**src/rtl/rca_arbiter_pkg.sv**
```systemverilog
// Shared definitions for the round-robin adder arbiter: operand width,
// FSM state encoding and the round-robin index step.
package rca_arbiter_pkg;

    localparam int ADD_W = 32;

    typedef enum logic [1:0] {
        ST_IDLE = 2'd0,
        ST_ADD  = 2'd1,
        ST_RSP  = 2'd2
    } state_e;

    function automatic int rr_next(input int idx, input int n);
        if (idx >= n - 1) begin
            return 0;
        end else begin
            return idx + 1;
        end
    endfunction

endpackage

```
**src/rtl/RCA32.sv**
```systemverilog
// 32-bit ripple-carry adder built from a chain of full adders.
module RCA32 (
    input  logic [31:0] A,
    input  logic [31:0] B,
    input  logic        Cin,
    output logic [31:0] S,
    output logic        Cout
);

    logic [32:0] c_s;

    assign c_s[0] = Cin;

    for (genvar i = 0; i < 32; i++) begin : g_fa
        assign S[i]     = A[i] ^ B[i] ^ c_s[i];
        assign c_s[i+1] = (A[i] & B[i]) | (c_s[i] & (A[i] ^ B[i]));
    end

    assign Cout = c_s[32];

endmodule

```
**src/rtl/rr_pick.sv**
```systemverilog
// Round-robin winner selection: first valid requester after last_i, wrapping.
module rr_pick
    import rca_arbiter_pkg::*;
#(
    parameter int NREQ = 4,
    parameter int IDW  = 2
) (
    input  logic [NREQ-1:0] valid_i,
    input  logic [IDW-1:0]  last_i,
    output logic [NREQ-1:0] grant_o,
    output logic [IDW-1:0]  idx_o,
    output logic            any_o
);

    int   cand_s;
    logic found_s;

    // Walk the indices last+1, last+2, ... and keep the first valid one.
    always_comb begin
        grant_o = '0;
        idx_o   = '0;
        found_s = 1'b0;
        cand_s  = rr_next(int'(last_i), NREQ);
        for (int k = 0; k < NREQ; k++) begin
            if (!found_s && valid_i[cand_s]) begin
                found_s         = 1'b1;
                grant_o[cand_s] = 1'b1;
                idx_o           = IDW'(cand_s);
            end else begin
                found_s = found_s;
            end
            cand_s = rr_next(cand_s, NREQ);
        end
        any_o = found_s;
    end

endmodule

```
**src/rtl/rca_arbiter.sv**
```systemverilog
// Shares one RCA32 between NREQ requesters: grant, latch operands, let the
// ripple settle for a cycle, then return sum/carry with the requester ID.
module rca_arbiter
    import rca_arbiter_pkg::*;
#(
    parameter int NREQ = 4,
    parameter int IDW  = 2
) (
    input  logic                  clk,
    input  logic                  rst,
    input  logic [NREQ-1:0]       req_valid,
    output logic [NREQ-1:0]       req_ready,
    input  logic [NREQ*ADD_W-1:0] req_a,
    input  logic [NREQ*ADD_W-1:0] req_b,
    input  logic [NREQ-1:0]       req_cin,
    output logic                  rsp_valid,
    input  logic                  rsp_ready,
    output logic [ADD_W-1:0]      rsp_sum,
    output logic                  rsp_cout,
    output logic [IDW-1:0]        rsp_id
);

    state_e           state_q, state_d;
    logic [IDW-1:0]   last_q;
    logic [IDW-1:0]   id_q;
    logic [ADD_W-1:0] a_q, b_q;
    logic             cin_q;
    logic [ADD_W-1:0] sum_q;
    logic             cout_q;

    logic [NREQ-1:0]  grant_s;
    logic [IDW-1:0]   pick_idx_s;
    logic             pick_any_s;
    logic             take_s;
    logic [ADD_W-1:0] add_s_s;
    logic             add_cout_s;

    rr_pick #(
        .NREQ (NREQ),
        .IDW  (IDW)
    ) u_pick (
        .valid_i (req_valid),
        .last_i  (last_q),
        .grant_o (grant_s),
        .idx_o   (pick_idx_s),
        .any_o   (pick_any_s)
    );

    RCA32 u_rca (
        .A    (a_q),
        .B    (b_q),
        .Cin  (cin_q),
        .S    (add_s_s),
        .Cout (add_cout_s)
    );

    // Next state and grant; a grant during reset is suppressed so it cannot be acted on.
    always_comb begin
        state_d   = state_q;
        req_ready = '0;
        take_s    = 1'b0;
        case (state_q)
            ST_IDLE: begin
                if (pick_any_s && !rst) begin
                    req_ready = grant_s;
                    take_s    = 1'b1;
                    state_d   = ST_ADD;
                end else begin
                    state_d = ST_IDLE;
                end
            end
            ST_ADD: begin
                state_d = ST_RSP;
            end
            ST_RSP: begin
                if (rsp_ready) begin
                    state_d = ST_IDLE;
                end else begin
                    state_d = ST_RSP;
                end
            end
            default: begin
                state_d = ST_IDLE;
            end
        endcase
    end

    // State, operand latching and result capture.
    always_ff @(posedge clk) begin
        if (rst) begin
            state_q <= ST_IDLE;
            last_q  <= IDW'(NREQ - 1);
            id_q    <= '0;
            a_q     <= '0;
            b_q     <= '0;
            cin_q   <= 1'b0;
            sum_q   <= '0;
            cout_q  <= 1'b0;
        end else begin
            state_q <= state_d;
            if (take_s) begin
                a_q    <= req_a[int'(pick_idx_s)*ADD_W +: ADD_W];
                b_q    <= req_b[int'(pick_idx_s)*ADD_W +: ADD_W];
                cin_q  <= req_cin[pick_idx_s];
                id_q   <= pick_idx_s;
                last_q <= pick_idx_s;
            end
            if (state_q == ST_ADD) begin
                sum_q  <= add_s_s;
                cout_q <= add_cout_s;
            end
        end
    end

    assign rsp_valid = (state_q == ST_RSP);
    assign rsp_sum   = sum_q;
    assign rsp_cout  = cout_q;
    assign rsp_id    = id_q;

endmodule

```
**config.mk**
```make
export PLATFORM = sky130hd
export DESIGN_NAME = rca_arbiter
export DESIGN_NICKNAME = d
export VERILOG_FILES = /design/src/rtl/rca_arbiter_pkg.sv /design/src/rtl/RCA32.sv /design/src/rtl/rr_pick.sv /design/src/rtl/rca_arbiter.sv
export SDC_FILE = /design/constraint.sdc
export NUM_CORES = 1
export LEC_CHECK = 0
export BUFFER_PORTS_ARGS = -buffer_cell sky130_fd_sc_hd__buf_2
export CAP_MARGIN = 20
export CORE_MARGIN = 5
export CORE_UTILIZATION = 47
export DETAILED_ROUTE_END_ITERATION = 10
export PLACE_DENSITY = 0.81
export SLEW_MARGIN = 15
export SYNTH_ARGS = -nofsm -noshare
export SYNTH_HDL_FRONTEND = slang
export SYNTH_SLANG_ARGS = --single-unit
```
**constraint.sdc**
```tcl
create_clock -name clk -period 14.5 [get_ports clk]
set_input_delay 0 -clock clk [delete_from_list [all_inputs] [get_ports clk]]
set_output_delay 0 -clock clk [all_outputs]
set_load 0.005 [all_outputs]
```
==> results of run 1 <==
-- worst paths after layout --
path / end / slack, ns
worst max-delay path: rsp_sum[31] / 1.16
worst max register to register: rsp_sum[31] / 1.16
worst min-delay path: a_q[13] / 0.002
worst min register to register: rsp_sum[15] / 0.46
-- cell usage in the layout, fill, tap and decap left out, drive strengths merged, types with 2 or more instances in the layout --
| cell type | instances |
|---|---|
| o21ai | 4 |
| a41oi | 3 |
| a21oi | 39 |
| nand3 | 4 |
| o221ai | 65 |
| nor2b | 6 |
| nand3b | 61 |
| clkinv | 2 |
| nor4b | 4 |
| ha | 7 |
| buf | 312 |
| nand2b | 3 |
| dfxtp | 104 |
| a32oi | 2 |
| nand2 | 76 |
| bufinv | 2 |
| or3 | 4 |
| inv | 12 |
| a211oi | 3 |
| nor3b | 2 |
| mux2i | 130 |
| nor2 | 9 |
| fa | 32 |
| dlygate4sd3 | 140 |
| o21a | 2 |
| clkbuf | 12 |
-- logic make-up after synthesis --
family	after synthesis
AND/OR/NAND/NOR	171
multiplexers	132
AO/OA/AOI/OAI	125
flip-flops	104
buffers and inverters	69
adder cells (fa/ha/maj)	39
-- worst max-delay path, delay by kind of cell, from the launching register on --
family          cells  cell delay (ns)
fa+ha+maj          32            12.52
flops               1             0.33
compound gates      1             0.19
buf+inv             3             0.20
-- stage by stage --
step	setup WS [ns]	instance area (um2)	hold slack [ns]
global placement	1.41	7930	0.264
finish	1.16	9660	0.00199
CTS	1.16	9650	0.0000265
floorplan	1.84	6430	0.182
detailed placement	1.17	7930	0.271
global route	0.687	9660	0.00284
-- power by group through the flow --
| stage | sequential (mW) | combinational [mW] | clock, mW |
|---|---|---|---|
| global route | 0.394 | 0.435 | 0.279 |
| CTS | 0.386 | 0.383 | 0.267 |
| global placement | 0.389 | 0.309 | 0 |
| floorplan | 0.380 | 0.219 | 0 |
| detailed placement | 0.392 | 0.312 | 0 |
| finish | 0.387 | 0.401 | 0.264 |
-- registers in the layout, indices dropped and copies added (netlist names) --
name / flops
cin_q: 1
rsp_sum: 32
a_q: 32
b_q: 32
last_q: 2
rsp_cout: 1
state_q: 2
rsp_id: 2
-- final cells by class --
| class | count | area [um2] | share of cell area, % |
|---|---|---|---|
| diodes | 1 | 2.50 | 0.0259 |
| clock buffers | 12 | 246 | 2.55 |
| flip-flops and latches | 104 | 2080 | 21.6 |
| well taps | 176 | 220 | 2.28 |
| multi-input cells | 467 | 4000 | 41.4 |
| clock inverters | 4 | 76.3 | 0.790 |
| repair buffers | 452 | 2980 | 30.8 |
| inverters | 12 | 50.0 | 0.518 |
-- metal layers --
| layer | track usage [%] | routed length (um) | vias to the layer above |
|---|---|---|---|
| met1 | 38.6 | 9940 | 3369 |
| li1 | - | - | 3184 |
| met2 | 50.4 | 12200 | 401 |
| met4 | 11.0 | 844 | 2 |
| met5 | 0 | 13 | - |
| met3 | 6.39 | 1910 | 65 |
==> flow_metrics.env, run 1 <==
export IMPL_finalCriticalPeriod_ns=13.34
export IMPL_critPathCaptureType="register"
export IMPL_rsz0062_at_grt="false"
export IMPL_ios=307
export IMPL_layout_drive_gt1_share_pct=32.4
export IMPL_synth_compound_area_share_pct=14.6
export IMPL_tns_ns=0
export IMPL_worstSetupPathType="register to register"
export IMPL_power_mw=1.05
export IMPL_final_cells=1228
export IMPL_maxCapViolCount=0
export IMPL_async_reset_ff_share_pct=0
export IMPL_holdBufCountCts=140
export IMPL_hp_start="req_a[45]"
export IMPL_vias=7021
export IMPL_sw_frac_of_total_pct=32.8
export IMPL_p_int_mw=0.707
export IMPL_synth_nets=946
export IMPL_die_y_um=127
export IMPL_drcViolationCount=0
export IMPL_clk_latency_ns=0.34
export IMPL_gr_total_overflow=0
export IMPL_ys_ff_latch=104
export IMPL_cts_inserted_buffers=9
export IMPL_synth_top_area_share_pct=32.4
export IMPL_finalSetupViolCount=0
export IMPL_arrival_ns=13.60
export IMPL_fillCellCount=941
export IMPL_synth_flop_cell="dfxtp_1"
export IMPL_startpoint_type="register"
export IMPL_synth_area_um2=6430
export IMPL_synth_top_family_by_area="multiplexers"
export IMPL_layout_nets=1352
export IMPL_htree_levels=3
export IMPL_cts_tree="done"
export IMPL_crit_slowest_cell="fa_1"
export IMPL_fmax_ghz=0.0749
export IMPL_fp_dieW_um=127
export IMPL_dp_cells=1071
export IMPL_tightest_slew_ns=0.987
export IMPL_ys_top_cells_by_count="130 x mux2i_1, 104 x dfxtp_1, 75 x nand2_1"
export IMPL_ant_nets=0
export IMPL_initial_core_util_pct=48.2
export IMPL_crit_required_ns=14.76
export IMPL_skew_ns=0.00828
export IMPL_power_density_nw_per_um2=109
export IMPL_post_synth_top_count_cell="mux2i_1"
export IMPL_combPwrFrac_pct=38.1
export IMPL_cpPeakStageDelay_ns=0.45
export IMPL_synth_edff_count=0
export IMPL_synthMuxAreaShare_pct=20.8
export IMPL_p_seq_share_pct=36.8
export IMPL_grt_use_total_pct=30.2
export IMPL_wl_per_cell_um=20.2
export IMPL_leakage_nw=4.43
export IMPL_clkPwrFrac_pct=25.1
export IMPL_synth_simple_area_share_pct=15.1
export IMPL_num_rows=42
export IMPL_postSynthCellCount=640
export IMPL_cts_root_buf="clkbuf_16"
export IMPL_io_buffers=306
export IMPL_grt_first_pass_wirelength_um=38600
export IMPL_worstHoldPathType="input pin to register"
export IMPL_critPathMostFrequentCell="fa_1"
export IMPL_dr_first_iter_drc_count=659
export IMPL_cts_sink_count=104
export IMPL_p_switching_mw=0.345
export IMPL_syn2layout_area_growth_pct=50.2
export IMPL_final_max_slew_viol_count=0
export IMPL_synthAdderAreaFrac_pct=11.3
export IMPL_reg2reg_from="a_q[0]"
export IMPL_routed_wl_um=24900
export IMPL_hold_path_depth=3
export IMPL_clkTransAtPathRegs_ns=0.07
export IMPL_seq_area_frac_synth_pct=32.4
export IMPL_status="finished clean"
export IMPL_yosys_area_share_xor_xnor_pct=0
export IMPL_die_area_um2=16100
export IMPL_first_pass_iters=6
export IMPL_place_hpwl_um=15400
export IMPL_yosysTopAreaCell="dfxtp_1"
export IMPL_fin_util_pct=72.3
export IMPL_startpoint="a_q[0]"
export IMPL_worstPathMaxFanout=2
export IMPL_clock_path_buffers=2
export IMPL_vdd_ir_drop_worst_mv=0.0660
export IMPL_grt_max_degree=105
export IMPL_yosys_top_cells_area="dfxtp_1 32%, mux2i_1 20%, fa_1 10%, o221ai_1 8.9%, nand3b_1 7.1%"
export IMPL_grt_pass1_vias=7308
export IMPL_core_area_um2=13300
export IMPL_yosys_warnings=0
export IMPL_viasPerCell=5.72
export IMPL_antenna_found_initial=2
export IMPL_synth_area_per_cell_um2=10.0
export IMPL_synth_cell_types=45
export IMPL_cts_setup_buffers=0
export IMPL_gp_congestion=0.857
export IMPL_ctsResizeCount=0
export IMPL_max_slew_margin_pct=34.2
export IMPL_hold_violations=0
export IMPL_r2r_worst_path_cells=36
export IMPL_period_share_pct=92.0
(Power assumes the default switching activity.)
==> run 2: changes to the inputs <==
RECOVER_POWER = 50   (was default)
==> run 2 against run 1 <==
Effect of this change:
- the flow now finishes with violations (capacitance limit, slew limit)
- register-to-register slack is essentially flat
- count of clock-buffer cells in the layout stayed put
- via count grew 0.58%
- global-route usage stayed put
- sequential power about the same
- worst setup slack got worse by 0.0049 ns
- critical path depth unchanged
- clock skew decreased by 0.0012 ns
- clock power barely moved
- cell count stayed put
- largest power group unchanged
==> flow_metrics.env, run 2 (synthesis results as in run 1) <==
export IMPL_arrival_ns=13.61
export IMPL_critPathMostFrequentCell="fa_1"
export IMPL_grt_use_total_pct=30.2
export IMPL_maxCapViolCount=4
export IMPL_place_hpwl_um=15400
export IMPL_violations="capacitance limit, slew limit"
export IMPL_reg2reg_from="a_q[0]"
export IMPL_fmax_ghz=0.0749
export IMPL_ant_nets=0
export IMPL_most_common_layout_cells="268 x buf_2, 140 x dlygate4sd3_1, 130 x mux2i_1"
export IMPL_grt_first_pass_wirelength_um=38600
export IMPL_critPathCaptureType="register"
export IMPL_setup_slack_ns=1.15
export IMPL_htree_levels=3
export IMPL_drcViolationCount=0
export IMPL_combPwrFrac_pct=38.1
export IMPL_core_area_um2=13300
export IMPL_dr_first_iter_drc_count=634
export IMPL_tns_ns=0
export IMPL_finalInstanceArea_um2=9570
export IMPL_viasPerCell=5.75
export IMPL_cts_tree="done"
export IMPL_num_rows=42
export IMPL_wl_per_cell_um=20.3
export IMPL_clk_latency_ns=0.34
export IMPL_period_share_pct=92.1
export IMPL_finalSetupViolCount=0
export IMPL_crit_slowest_cell="fa_1"
export IMPL_power_mw=1.05
export IMPL_die_area_um2=16100
export IMPL_status="finished with violations"
export IMPL_r2r_end="rsp_sum[31]"
export IMPL_layout_nets=1352
export IMPL_reg2reg_slack_ns=1.15
export IMPL_holdWs_ns=0.00173
export IMPL_max_slew_margin_pct=-196
export IMPL_p_switching_mw=0.342
export IMPL_worstPathMaxFanout=2
export IMPL_grt_pass1_vias=7308
export IMPL_hold_end="a_q[13]"
export IMPL_layout_commonest_cell="buf_2"
export IMPL_grt_max_degree=105
export IMPL_initial_core_util_pct=48.2
export IMPL_crit_required_ns=14.76
export IMPL_ctsResizeCount=0
export IMPL_leakage_nw=4.25
export IMPL_clock_path_buffers=2
export IMPL_pre_cts_slack_ns=1.17
export IMPL_cts_inserted_buffers=9
export IMPL_vias=7062
export IMPL_clkTransAtPathRegs_ns=0.07
export IMPL_antenna_found_initial=2
export IMPL_fp_dieW_um=127
export IMPL_p_seq_share_pct=36.8
export IMPL_rsz0062_at_grt="false"
export IMPL_p_int_mw=0.709
export IMPL_r2r_worst_path_cells=36
export IMPL_first_pass_iters=6
export IMPL_finalCriticalPeriod_ns=13.35
export IMPL_dpl_cell_area_um2=7930
export IMPL_die_y_um=127
export IMPL_vdd_ir_drop_worst_mv=0.0657
export IMPL_worstHoldPathType="input pin to register"
export IMPL_hold_path_depth=3
export IMPL_skew_ns=0.00704
export IMPL_cts_root_buf="clkbuf_16"
export IMPL_io_buffers=306
export IMPL_power_density_nw_per_um2=110
export IMPL_cts_sink_count=104
export IMPL_startpoint_type="register"
export IMPL_sw_frac_of_total_pct=32.6
export IMPL_gr_total_overflow=0
export IMPL_clkPwrFrac_pct=25.1
export IMPL_routed_wl_um=24900
export IMPL_hp_start="req_a[45]"
export IMPL_tightest_slew_ns=4.42
export IMPL_ios=307
export IMPL_layout_drive_gt1_share_pct=28.6
export IMPL_final_max_slew_viol_count=160
export IMPL_syn2layout_area_growth_pct=48.9
export IMPL_worstSetupPathType="register to register"
export IMPL_cpPeakStageDelay_ns=0.45
export IMPL_gp_congestion=0.857
export IMPL_hold_violations=0
[run 2: changes by cell type in the layout (fill, tap and decap cells not counted), moves of 2 or more]
cell,change
clkbuf_2,+3
buf_2,-38
buf_4,-2
clkbuf_1,+37
[run 2: area by class of cell]
class | count | area (um2)
diodes | 1 | 2.50
clock buffers | 12 | 246
clock inverters | 4 | 76.3
fillers | 975 | 3780
inverters | 12 | 46.3
multi-input cells | 467 | 3970
flip-flops and latches | 104 | 2080
well taps | 176 | 220
repair buffers | 452 | 2930
[run 2: power groups by stage]
| stage | Sequential [mW] | Combinational, mW | Clock (mW) |
|---|---|---|---|
| floorplan | 0.380 | 0.219 | 0 |
| global placement | 0.389 | 0.309 | 0 |
| detailed placement | 0.392 | 0.312 | 0 |
| CTS | 0.386 | 0.383 | 0.267 |
| global route | 0.394 | 0.437 | 0.279 |
| finish | 0.387 | 0.401 | 0.264 |
[run 2: what timing repair did]
item,CTS,global route
hold buffers,140,0
hold endpoints to repair,52,0
buffers inserted,0,0
[run 2: critical path, delay by kind of cell, from the launching register on]
kind	cells	cell delay [ns]
DFF	1	0.33
AOI/OAI and AO/OA	1	0.19
buffers and inverters	3	0.20
adders and majority gates	32	12.52
[run 2: worst max-delay path by stage]
stage           start     endpoint  slack, ns  cells past startpoint
2_1_floorplan  a_q[0]  rsp_sum[31]       1.84                     36
3_3_place_gp   a_q[0]  rsp_sum[31]       1.41                     36
3_5_place_dp   a_q[0]  rsp_sum[31]       1.17                     36
4_1_cts        a_q[0]  rsp_sum[31]       1.16                     36
5_1_grt        a_q[0]  rsp_sum[31]       0.69                     36
6_report       a_q[0]  rsp_sum[31]       1.15                     36
[run 2: metrics by stage]
stage,utilization [%],instances
final,71.7,1228
after global routing,71.7,1228
after CTS,72.3,1227
after detailed placement,59.4,1071
after global placement,59.4,1071
after floorplan,-,640
[run 2: routing by layer]
metal	track usage, %	vias up	wire length [um]
li1	-	3185	-
met1	38.6	3377	9890
met2	50.4	425	12200
met3	6.39	73	1960
met4	11.0	2	880
met5	0	-	13
==> run 3: changes to the inputs <==
ABC_AREA = 1   (was default)
ABC_CLOCK_PERIOD_IN_PS = 14500   (was default)
CORE_UTILIZATION = 50   (was 47)
PLACE_DENSITY = 0.82   (was 0.81)
==> run 3 against run 2 <==
Effect of this change:
- synthesized cell count rose by 100%
- flip-flop and latch count did not move
- the run ends with hold timing, capacitance limit, slew limit left
- clock power decreased by 10%
==> flow_metrics.env, run 3 <==
export IMPL_gp_congestion=0.905
export IMPL_cts_tree="done"
export IMPL_postSynthCellCount=1303
export IMPL_yosys_top_cells_area="dfxtp_1 27%, nand3_1 20%, nand2_1 12%, inv_1 12%, fa_1 8.2%"
export IMPL_gr_total_overflow=0
export IMPL_tns_ns=0
export IMPL_synthAdderAreaFrac_pct=9.28
export IMPL_synth_area_per_cell_um2=6.02
export IMPL_finalSetupViolCount=0
export IMPL_async_reset_ff_share_pct=0
export IMPL_synth_edff_count=0
export IMPL_clk_latency_ns=0.35
export IMPL_synthMuxAreaShare_pct=0
export IMPL_crit_required_ns=14.77
export IMPL_layout_commonest_cell="nand3_1"
export IMPL_finalCriticalPeriod_ns=13.23
export IMPL_startpoint_type="register"
export IMPL_initial_core_util_pct=51.2
export IMPL_fmax_ghz=0.0756
export IMPL_post_synth_top_count_cell="nand3_1"
export IMPL_die_area_um2=18300
export IMPL_syn2layout_area_growth_pct=27.0
export IMPL_skew_ns=0.00741
export IMPL_routed_wl_um=28000
export IMPL_holdWs_ns=-0.00807
export IMPL_period_share_pct=91.3
export IMPL_vdd_ir_drop_worst_mv=0.120
export IMPL_critPathMostFrequentCell="fa_1"
export IMPL_io_buffers=306
export IMPL_worstSetupPathType="register to register"
export IMPL_cts_setup_buffers=0
export IMPL_ys_ff_latch=104
export IMPL_layout_drive_gt1_share_pct=19.8
export IMPL_grt_pass1_vias=8766
export IMPL_worstHoldPathType="input pin to register"
export IMPL_synth_flop_cell="dfxtp_1"
export IMPL_synth_simple_area_share_pct=41.6
export IMPL_fp_dieW_um=135
export IMPL_yosysTopAreaCell="dfxtp_1"
export IMPL_violations="hold timing, capacitance limit, slew limit"
export IMPL_synth_top_area_share_pct=26.5
export IMPL_first_pass_iters=6
export IMPL_crit_slowest_cell="fa_1"
export IMPL_rsz0062_at_grt="false"
export IMPL_ys_top_cells_by_count="307 x nand3_1, 259 x nand2_1, 252 x inv_1"
export IMPL_grt_max_degree=94
export IMPL_layout_nets=1893
export IMPL_yosys_area_share_xor_xnor_pct=0
export IMPL_synth_compound_area_share_pct=5.04
export IMPL_place_hpwl_um=20300
export IMPL_core_area_um2=15300
export IMPL_leakage_nw=5.87
export IMPL_cpPeakStageDelay_ns=0.46
export IMPL_synth_area_um2=7850
export IMPL_viasPerCell=5.14
export IMPL_cts_sink_count=104
export IMPL_seq_area_frac_synth_pct=26.5
export IMPL_cts_root_buf="clkbuf_16"
export IMPL_die_y_um=135
export IMPL_wl_per_cell_um=15.5
export IMPL_maxCapViolCount=4
export IMPL_reg2reg_slack_ns=1.27
export IMPL_power_density_nw_per_um2=194
export IMPL_synth_top_family_by_area="simple AND/OR/NAND/NOR gates"
export IMPL_synth_nets=1609
export IMPL_clkTransAtPathRegs_ns=0.07
export IMPL_power_mw=1.93
export IMPL_max_slew_margin_pct=-101
export IMPL_clock_path_buffers=2
export IMPL_critPathCaptureType="register"
export IMPL_grt_first_pass_wirelength_um=43200
export IMPL_drcViolationCount=0
export IMPL_cts_inserted_buffers=9
export IMPL_arrival_ns=13.50
export IMPL_grt_use_total_pct=29.5
export IMPL_antenna_found_initial=0
export IMPL_most_common_layout_cells="306 x nand3_1, 272 x buf_2, 261 x nand2_1"
export IMPL_synth_cell_types=29
export IMPL_status="finished with violations"
export IMPL_num_rows=45
export IMPL_hold_violations=1
export IMPL_yosys_warnings=0
export IMPL_pre_cts_slack_ns=1.24
export IMPL_dr_first_iter_drc_count=858
export IMPL_worstPathMaxFanout=2
export IMPL_tightest_slew_ns=3.01
export IMPL_htree_levels=3
export IMPL_ios=307
export IMPL_setup_slack_ns=1.27
export IMPL_final_max_slew_viol_count=226
export IMPL_ant_nets=0
export IMPL_vias=9274
[run 3: cell types whose count changed after synthesis, moves of 6 or more]
| cell | previous run | this run |
|---|---|---|
| a21oi_1 | 39 | 29 |
| buf_2 | 17 | 52 |
| clkbuf_1 | 25 | 18 |
| inv_1 | 11 | 252 |
| mux2i_1 | 130 | 0 |
| nand2_1 | 75 | 259 |
| nand2_2 | 0 | 6 |
| nand3_1 | 4 | 307 |
| nand3b_1 | 61 | 1 |
| nor2_1 | 7 | 167 |
| nor2b_1 | 6 | 0 |
| o21ai_0 | 3 | 34 |
| o221ai_1 | 65 | 1 |
[run 3: timing repair]
action	4_1_cts	5_1_grt
gates resized for setup	0	0
hold buffers	37	0
endpoints found under the setup margin	0	0
endpoints found under the hold margin	18	0
[run 3: per-layer routing]
metal | track usage (%) | routed length (um) | vias to the layer above
met2 | 51.5 | 13700 | 446
met5 | 0 | 0 | -
met4 | 13.5 | 1380 | 0
met3 | 5.31 | 2060 | 80
met1 | 35.1 | 10900 | 4179
li1 | - | - | 4569
[run 3: kinds of logic (layout without fill, tap and decap cells)]
logic type	count (synthesis)	after routing
fa+ha+maj	39	39
other cells	0	1
simple gates	749	749
flops	104	104
buf+inv	338	627
compound gates	73	73
[run 3: final timing paths]
| kind | start | to | cells after the start |
|---|---|---|---|
| max | a_q[0] | rsp_sum[31] | 36 |
| min reg2reg | rsp_id[0] | rsp_id[0] | 2 |
| max reg2reg | a_q[0] | rsp_sum[31] | 36 |
| min | req_b[64] | b_q[0] | 3 |
[run 3: area by class of cell]
| type | count | area (um2) |
|---|---|---|
| Tap cell | 211 | 264 |
| Sequential cell | 104 | 2080 |
| Clock buffer | 10 | 239 |
| Antenna cell | 1 | 2.50 |
| Clock inverter | 6 | 50.0 |
| Fill cell | 1453 | 5350 |
| Inverter | 257 | 965 |
| Multi-Input combinational cell | 861 | 4400 |
| Timing Repair Buffer | 354 | 1970 |
[run 3: stage by stage]
step	utilization, %	instance area, um2	hold WS (ns)	std cells
finish	65.1	9970	-0.00807	1804
detailed placement	61.1	9360	0.228	1749
floorplan	-	7850	0.136	1303
global placement	60.9	9320	0.227	1747
CTS	65.4	10000	0.000828	1802
global route	65.1	9960	0.000855	1803
[run 3: worst max-delay path, delay by kind of cell (launching register included)]
kind	cells	cell delay, ns
AO/OA/AOI/OAI	1	0.12
adder cells (fa/ha/maj)	32	12.46
buffers and inverters	3	0.23
flip-flops	1	0.33
[run 3: where the power goes]
group	switching [mW]	internal, mW
Combinational	0.793	0.424
Sequential	0.0856	0.392
Clock	0.113	0.124
Total	0.992	0.939
